--- config.mk ---
export PLATFORM = sky130hd
export DESIGN_NAME = cmp_lock_ctrl_flat
export DESIGN_NICKNAME = d
export VERILOG_FILES = /design/src/rtl/cmp_lock_ctrl_if.sv /design/src/rtl/cmp_lock_ctrl.sv /design/src/flat_wrapper.sv
export SDC_FILE = /design/constraint.sdc
export NUM_CORES = 1
export LEC_CHECK = 0
export CAP_MARGIN = 20
export CORE_MARGIN = 2
export CORE_UTILIZATION = 30
export DETAILED_ROUTE_END_ITERATION = 16
export PLACE_DENSITY = 0.57
export SYNTH_ARGS = -nofsm -noshare
export SYNTH_HDL_FRONTEND = slang
export SYNTH_SLANG_ARGS = --single-unit
export TNS_END_PERCENT = 30
--- constraint.sdc ---
create_clock -name clk -period 3 [get_ports clk]
set_input_delay 0.45 -clock clk [delete_from_list [all_inputs] [get_ports clk]]
set_output_delay 0.45 -clock clk [all_outputs]
set_load 0.01 [all_outputs]
--- src/rtl/cmp_lock_ctrl_if.sv ---
// rtl/cmp_lock_ctrl_if.sv - keypad digit stream and shared comparator link
interface cmp_lock_ctrl_if #(
    parameter int W = 4
);
    logic         key_valid;
    logic [W-1:0] key_data;
    logic         key_ready;
    logic [W-1:0] cmp_a;
    logic [W-1:0] cmp_b;
    logic         cmp_eq;

    // master: the lock controller; slave: keypad front end plus comparator cell
    modport master (
        input  key_valid,
        input  key_data,
        output key_ready,
        output cmp_a,
        output cmp_b,
        input  cmp_eq
    );

    modport slave (
        output key_valid,
        output key_data,
        input  key_ready,
        input  cmp_a,
        input  cmp_b,
        output cmp_eq
    );
endinterface

--- src/rtl/cmp_lock_ctrl.sv ---
// rtl/cmp_lock_ctrl.sv - code lock checking one digit per cycle on a shared comparator
module cmp_lock_ctrl #(
    parameter int                    DIGITS         = 4,
    parameter int                    W              = 4,
    parameter int                    MAX_TRIES      = 3,
    parameter int                    LOCKOUT_CYCLES = 16,
    parameter logic [DIGITS*W-1:0]   RESET_CODE     = 16'h1234,
    localparam int                   IW = (DIGITS > 1) ? $clog2(DIGITS) : 1,
    localparam int                   FW = $clog2(MAX_TRIES + 1)
) (
    input  logic          clk,
    input  logic          rst_n,
    cmp_lock_ctrl_if.master kb,
    input  logic          lock,
    input  logic          prog_en,
    output logic          unlocked,
    output logic          alarm,
    output logic [FW-1:0] fail_cnt,
    output logic [IW-1:0] digit_idx
);
    localparam int             TW     = (LOCKOUT_CYCLES > 1) ? $clog2(LOCKOUT_CYCLES) : 1;
    localparam logic [IW-1:0]  LAST   = IW'(DIGITS - 1);
    localparam logic [FW-1:0]  MAX_F  = FW'(MAX_TRIES);
    localparam logic [TW-1:0]  T_LOAD = TW'(LOCKOUT_CYCLES - 1);

    typedef enum logic [2:0] {
        S_ENTRY,
        S_CHECK,
        S_UNLOCKED,
        S_PROG,
        S_LOCKOUT
    } state_t;

    state_t        state;
    logic [W-1:0]  code [DIGITS];
    logic          mismatch;
    logic          mismatch_nx;
    logic [TW-1:0] timer;
    logic          xfer;

    assign kb.key_ready = (state == S_ENTRY) || (state == S_PROG);
    assign xfer         = kb.key_valid && kb.key_ready;
    // The verdict must include the digit being compared this cycle.
    assign mismatch_nx  = mismatch | ~kb.cmp_eq;

    always_ff @(posedge clk or negedge rst_n) begin
        if (!rst_n) begin
            state     <= S_ENTRY;
            digit_idx <= '0;
            fail_cnt  <= '0;
            unlocked  <= 1'b0;
            alarm     <= 1'b0;
            kb.cmp_a  <= '0;
            kb.cmp_b  <= '0;
            mismatch  <= 1'b0;
            timer     <= '0;
            for (int i = 0; i < DIGITS; i++) begin
                code[i] <= RESET_CODE[(DIGITS-1-i)*W +: W];
            end
        end else begin
            case (state)
                S_ENTRY: begin
                    if (xfer) begin
                        kb.cmp_a <= kb.key_data;
                        kb.cmp_b <= code[digit_idx];
                        state    <= S_CHECK;
                    end
                end
                S_CHECK: begin
                    if (digit_idx != LAST) begin
                        mismatch  <= mismatch_nx;
                        digit_idx <= digit_idx + IW'(1);
                        state     <= S_ENTRY;
                    end else begin
                        mismatch  <= 1'b0;
                        digit_idx <= '0;
                        if (!mismatch_nx) begin
                            fail_cnt <= '0;
                            unlocked <= 1'b1;
                            state    <= S_UNLOCKED;
                        end else if ((fail_cnt + FW'(1)) < MAX_F) begin
                            fail_cnt <= fail_cnt + FW'(1);
                            state    <= S_ENTRY;
                        end else begin
                            fail_cnt <= MAX_F;
                            alarm    <= 1'b1;
                            timer    <= T_LOAD;
                            state    <= S_LOCKOUT;
                        end
                    end
                end
                S_UNLOCKED: begin
                    if (lock) begin
                        unlocked <= 1'b0;
                        state    <= S_ENTRY;
                    end else if (prog_en) begin
                        digit_idx <= '0;
                        state     <= S_PROG;
                    end
                end
                S_PROG: begin
                    // Programming always runs to completion; lock is not sampled here.
                    if (xfer) begin
                        code[digit_idx] <= kb.key_data;
                        if (digit_idx == LAST) begin
                            digit_idx <= '0;
                            unlocked  <= 1'b0;
                            state     <= S_ENTRY;
                        end else begin
                            digit_idx <= digit_idx + IW'(1);
                        end
                    end
                end
                S_LOCKOUT: begin
                    if (timer == '0) begin
                        alarm    <= 1'b0;
                        fail_cnt <= '0;
                        state    <= S_ENTRY;
                    end else begin
                        timer <= timer - TW'(1);
                    end
                end
                default: begin
                    state     <= S_ENTRY;
                    unlocked  <= 1'b0;
                    alarm     <= 1'b0;
                    digit_idx <= '0;
                    mismatch  <= 1'b0;
                end
            endcase
        end
    end
endmodule

--- src/flat_wrapper.sv ---
// flat-port wrapper written by rule: the top's interface ports become plain ports
module cmp_lock_ctrl_flat 
#(
    parameter int                    DIGITS         = 4,
    parameter int                    W              = 4,
    parameter int                    MAX_TRIES      = 3,
    parameter int                    LOCKOUT_CYCLES = 16,
    parameter logic [DIGITS*W-1:0]   RESET_CODE     = 16'h1234,
    localparam int                   IW = (DIGITS > 1) ? $clog2(DIGITS) : 1,
    localparam int                   FW = $clog2(MAX_TRIES + 1)
)
  (clk, rst_n, lock, prog_en, unlocked, alarm, fail_cnt, digit_idx, kb_key_valid, kb_key_data, kb_key_ready, kb_cmp_a, kb_cmp_b, kb_cmp_eq);
  cmp_lock_ctrl_if #(.W(W)) kb_i ();
  input  logic clk;
  input  logic rst_n;
  input  logic lock;
  input  logic prog_en;
  output logic unlocked;
  output logic alarm;
  output logic [FW-1:0] fail_cnt;
  output logic [IW-1:0] digit_idx;
  input wire logic [$bits(kb_i.key_valid)-1:0] kb_key_valid;
  input wire logic [$bits(kb_i.key_data)-1:0] kb_key_data;
  output wire logic [$bits(kb_i.key_ready)-1:0] kb_key_ready;
  output wire logic [$bits(kb_i.cmp_a)-1:0] kb_cmp_a;
  output wire logic [$bits(kb_i.cmp_b)-1:0] kb_cmp_b;
  input wire logic [$bits(kb_i.cmp_eq)-1:0] kb_cmp_eq;
  assign kb_i.key_valid = kb_key_valid;
  assign kb_i.key_data = kb_key_data;
  assign kb_key_ready = kb_i.key_ready;
  assign kb_cmp_a = kb_i.cmp_a;
  assign kb_cmp_b = kb_i.cmp_b;
  assign kb_i.cmp_eq = kb_cmp_eq;
  cmp_lock_ctrl #(.DIGITS(DIGITS), .W(W), .MAX_TRIES(MAX_TRIES), .LOCKOUT_CYCLES(LOCKOUT_CYCLES), .RESET_CODE(RESET_CODE)) u_core (.clk(clk), .rst_n(rst_n), .kb(kb_i), .lock(lock), .prog_en(prog_en), .unlocked(unlocked), .alarm(alarm), .fail_cnt(fail_cnt), .digit_idx(digit_idx));
endmodule
==> impl_results.md <==
- Starting Density: 31.2%
- Hold-fix buffers, CTS: 0
- CP cell instances: or2_2 -> a21oi_1 -> clkdlybuf4s50_1
- #FFs+latches synth: 38
- Initial antenna violation count: 0
- Post-synthesis cell area: 1850 um^2
- Chip width: 82.5 um
- Critical Path Max Stage Delay: 0.56 ns
- Vias: 1,249
- Worst Tran Pin Value: 0.852 ns
- Req. time, crit path: 2.55 ns
- Final slew viol count: 0
- Crit-path leading delay family: buffers and inverters
- Design Power: 0.00177 W
- Antenna violation net count after detailed routing: 0
- I/O Pins: 25
- Buffers added on ports: 24
- Clock latency on the worst-skew pair: 0.29 ns
- Yosys Warn Count: 0
- Root Buffer: clkbuf_8
- Number of global-route vias before repair: 1,231
- Ys async rst share: 100%
- Met2 WL post-DR: 1.54 mm
- DP Wirelength: 2.39 mm
- Iteration-0 DRC Markers: 53
- Pin count of the biggest net entering global routing: 39
- Top post-synthesis cells by area: dfrtp_1 45%, mux2_2 15%, dfstp_2 7.1%
- Die Y: 82.5 um
- M1 WL: 1.76 mm
- Post-CTS setup buffer count: 0
- Area leader, netlist: dfrtp_1
- Crit path buf inv count: 1
- Min-delay worst type: in2async
- Drt total wl: 3.54 mm
- RSZ-0062 raised after global routing: no
- Syn-to-layout area delta: 21.7%
- Post-synth top cells: 33 x dfrtp_1, 24 x mux2_2, 13 x nand2_1, 10 x o21ai_0, 7 x inv_1
- Primary FF master, synth: dfrtp_1
- Post-CTS Resized: 0
- Diode count: 0
- Final design area excluding fillers: 2250 um^2
- Worst hold slack: 0.261 ns
- Rows: 28
- Top Layer Used: met4
- Min cycle time layout: 2.33 ns
- TNS Setup: 0 ns
- Post-synth EDFFs: 0
- Synthesized area per cell: 12.1 um^2
- Layout Nets: 195
- Fill cell count: 577
- Die footprint: 6800 um^2
- Post-synthesis cell type count: 36
- DRC errors left: 0
- CTS Buf Count: 5
- Final Hold Vio Count: 0
- DR WL/cell: 13.9 um
- CTS sink count: 38
- Area of the multi-input gates: 841 um^2
- Final worst clock skew: 0.00765 ns
- Final Cycle Share: 77.5%
- Register area share after synthesis: 51.8%
- Met3 wire len: 178 um
- Leak pwr: 0.982 nW
- Gpl congestion: 0.700
- GRT Residual Overflow: 0
- Status: completed
- Crit-path max FO: 17
- Global-route wire length before repair: 5.97 mm
- CTS tree: built
- Register area: 957 um^2
- Slew HR: 43.2%
- Max Cap Viol: 0
- Post-layout util: 38.0%
- Maximum clock insertion buffer count: 2
- Slowest-stage cell, CP: clkdlybuf4s50_1
- Crit path DAT: 1.88 ns
- Endpoint class of the critical path: output port
- H-tree depth: 2
- Synth top area share: 44.7%
- Total core area: 5920 um^2
- Post-synth net total: 169
- Vias per std cell: 4.90
- Dpl cell area: 2150 um^2
- Synthesized instance count: 153
- GRT Total Usage: 11.9%
- Most common cell in the netlist: dfrtp_1
- Final setup violation count: 0
- Crit path kind: reg2out
- Clk slew on worst S/H paths: 0.07 ns
- Pre-antenna DRT Iters: 4
- Pwr Density: 785 nW/um^2
- Layout cell share with drive strength beyond 1: 25.0%
- Worst Setup Start Kind: register
- Highest clock rate: 0.430 GHz
- Max VDD drop: 0.474 mV
[final cells by class]
class	count	area share, %
timing repair buffer	24	10.5
clock inverter	2	0.556
multi-input combinational	103	37.4
clock buffer	6	3.67
inverter	7	1.17
sequential	38	42.6
tap	75	4.17
[metrics by stage]
step / cells / worst slack [ns]
2_1_floorplan: 153 / 1.36
3_3_place_gp: 247 / 0.957
3_5_place_dp: 247 / 0.933
4_1_cts: 255 / 0.662
5_1_grt: 255 / 0.582
6_report: 255 / 0.674
[path summary, 6_finish.rpt]
check                                     start            endpoint  slack [ns]  cells past startpoint
worst max-delay path            u_core.state[0]        kb_key_ready        0.67                      3
worst min-delay path                      rst_n  u_core.kb.cmp_a[3]        0.26                      1
worst max register to register  u_core.state[0]  u_core.kb.cmp_a[1]        1.06                      3
worst min register to register     u_core.alarm        u_core.alarm        0.49                      2
max in group asynchronous                 rst_n     u_core.mismatch        2.19                      1
min in group clk                   u_core.alarm        u_core.alarm        0.49                      2
[state kept, by name (all words and copies together) (netlist names)]
name and flops:
u_core.fail_cnt 2, u_core.unlocked 1, u_core.digit_idx 2, u_core.kb.cmp_b 4
u_core.code 16, u_core.kb.cmp_a 4, u_core.mismatch 1, u_core.state 3
u_core.alarm 1, u_core.timer 4
[placed cells by master, fill, tap and decap left out, types with 2 or more instances in the layout]
cell type and count:
inv_1 7, nand3_1 6, dfrtp_1 33, clkbuf_8 6, nand2b_1 4, o21ai_0 10
a2bb2oi_1 3, ha_1 6, nor2_1 5, nand3b_1 2, clkdlybuf4s50_1 23, nand2_1 13
mux2_2 24, a211oi_1 2, a21oi_1 3, nor3b_1 3, mux4_2 4, dfstp_2 5
[cells by family after synthesis]
logic type	after synthesis	share of synthesized area (%)
fa+ha+maj	6	4.06
flops	38	51.8
compound gates	24	8.20
mux	28	19.5
simple gates	45	13.8
buf+inv	12	2.64
[layer usage]
| layer | up-vias | GRT usage, % |
|---|---|---|
| met4 | 0 | 5.00 |
| met2 | 22 | 17.2 |
| met1 | 615 | 16.4 |
| met5 | - | 0 |
| li1 | 606 | - |
| met3 | 6 | 3.70 |
[power by group]
group	switching [W]	leakage [nW]	internal (W)	total [W]
Combinational	0.000252	0.472	0.000352	0.000603
Sequential	0.000148	0.463	0.000648	0.000796
Clock	0.000182	0.0472	0.000185	0.000366
Total	0.000582	0.982	0.00118	0.00177
Power figures use the tool's default switching activity.
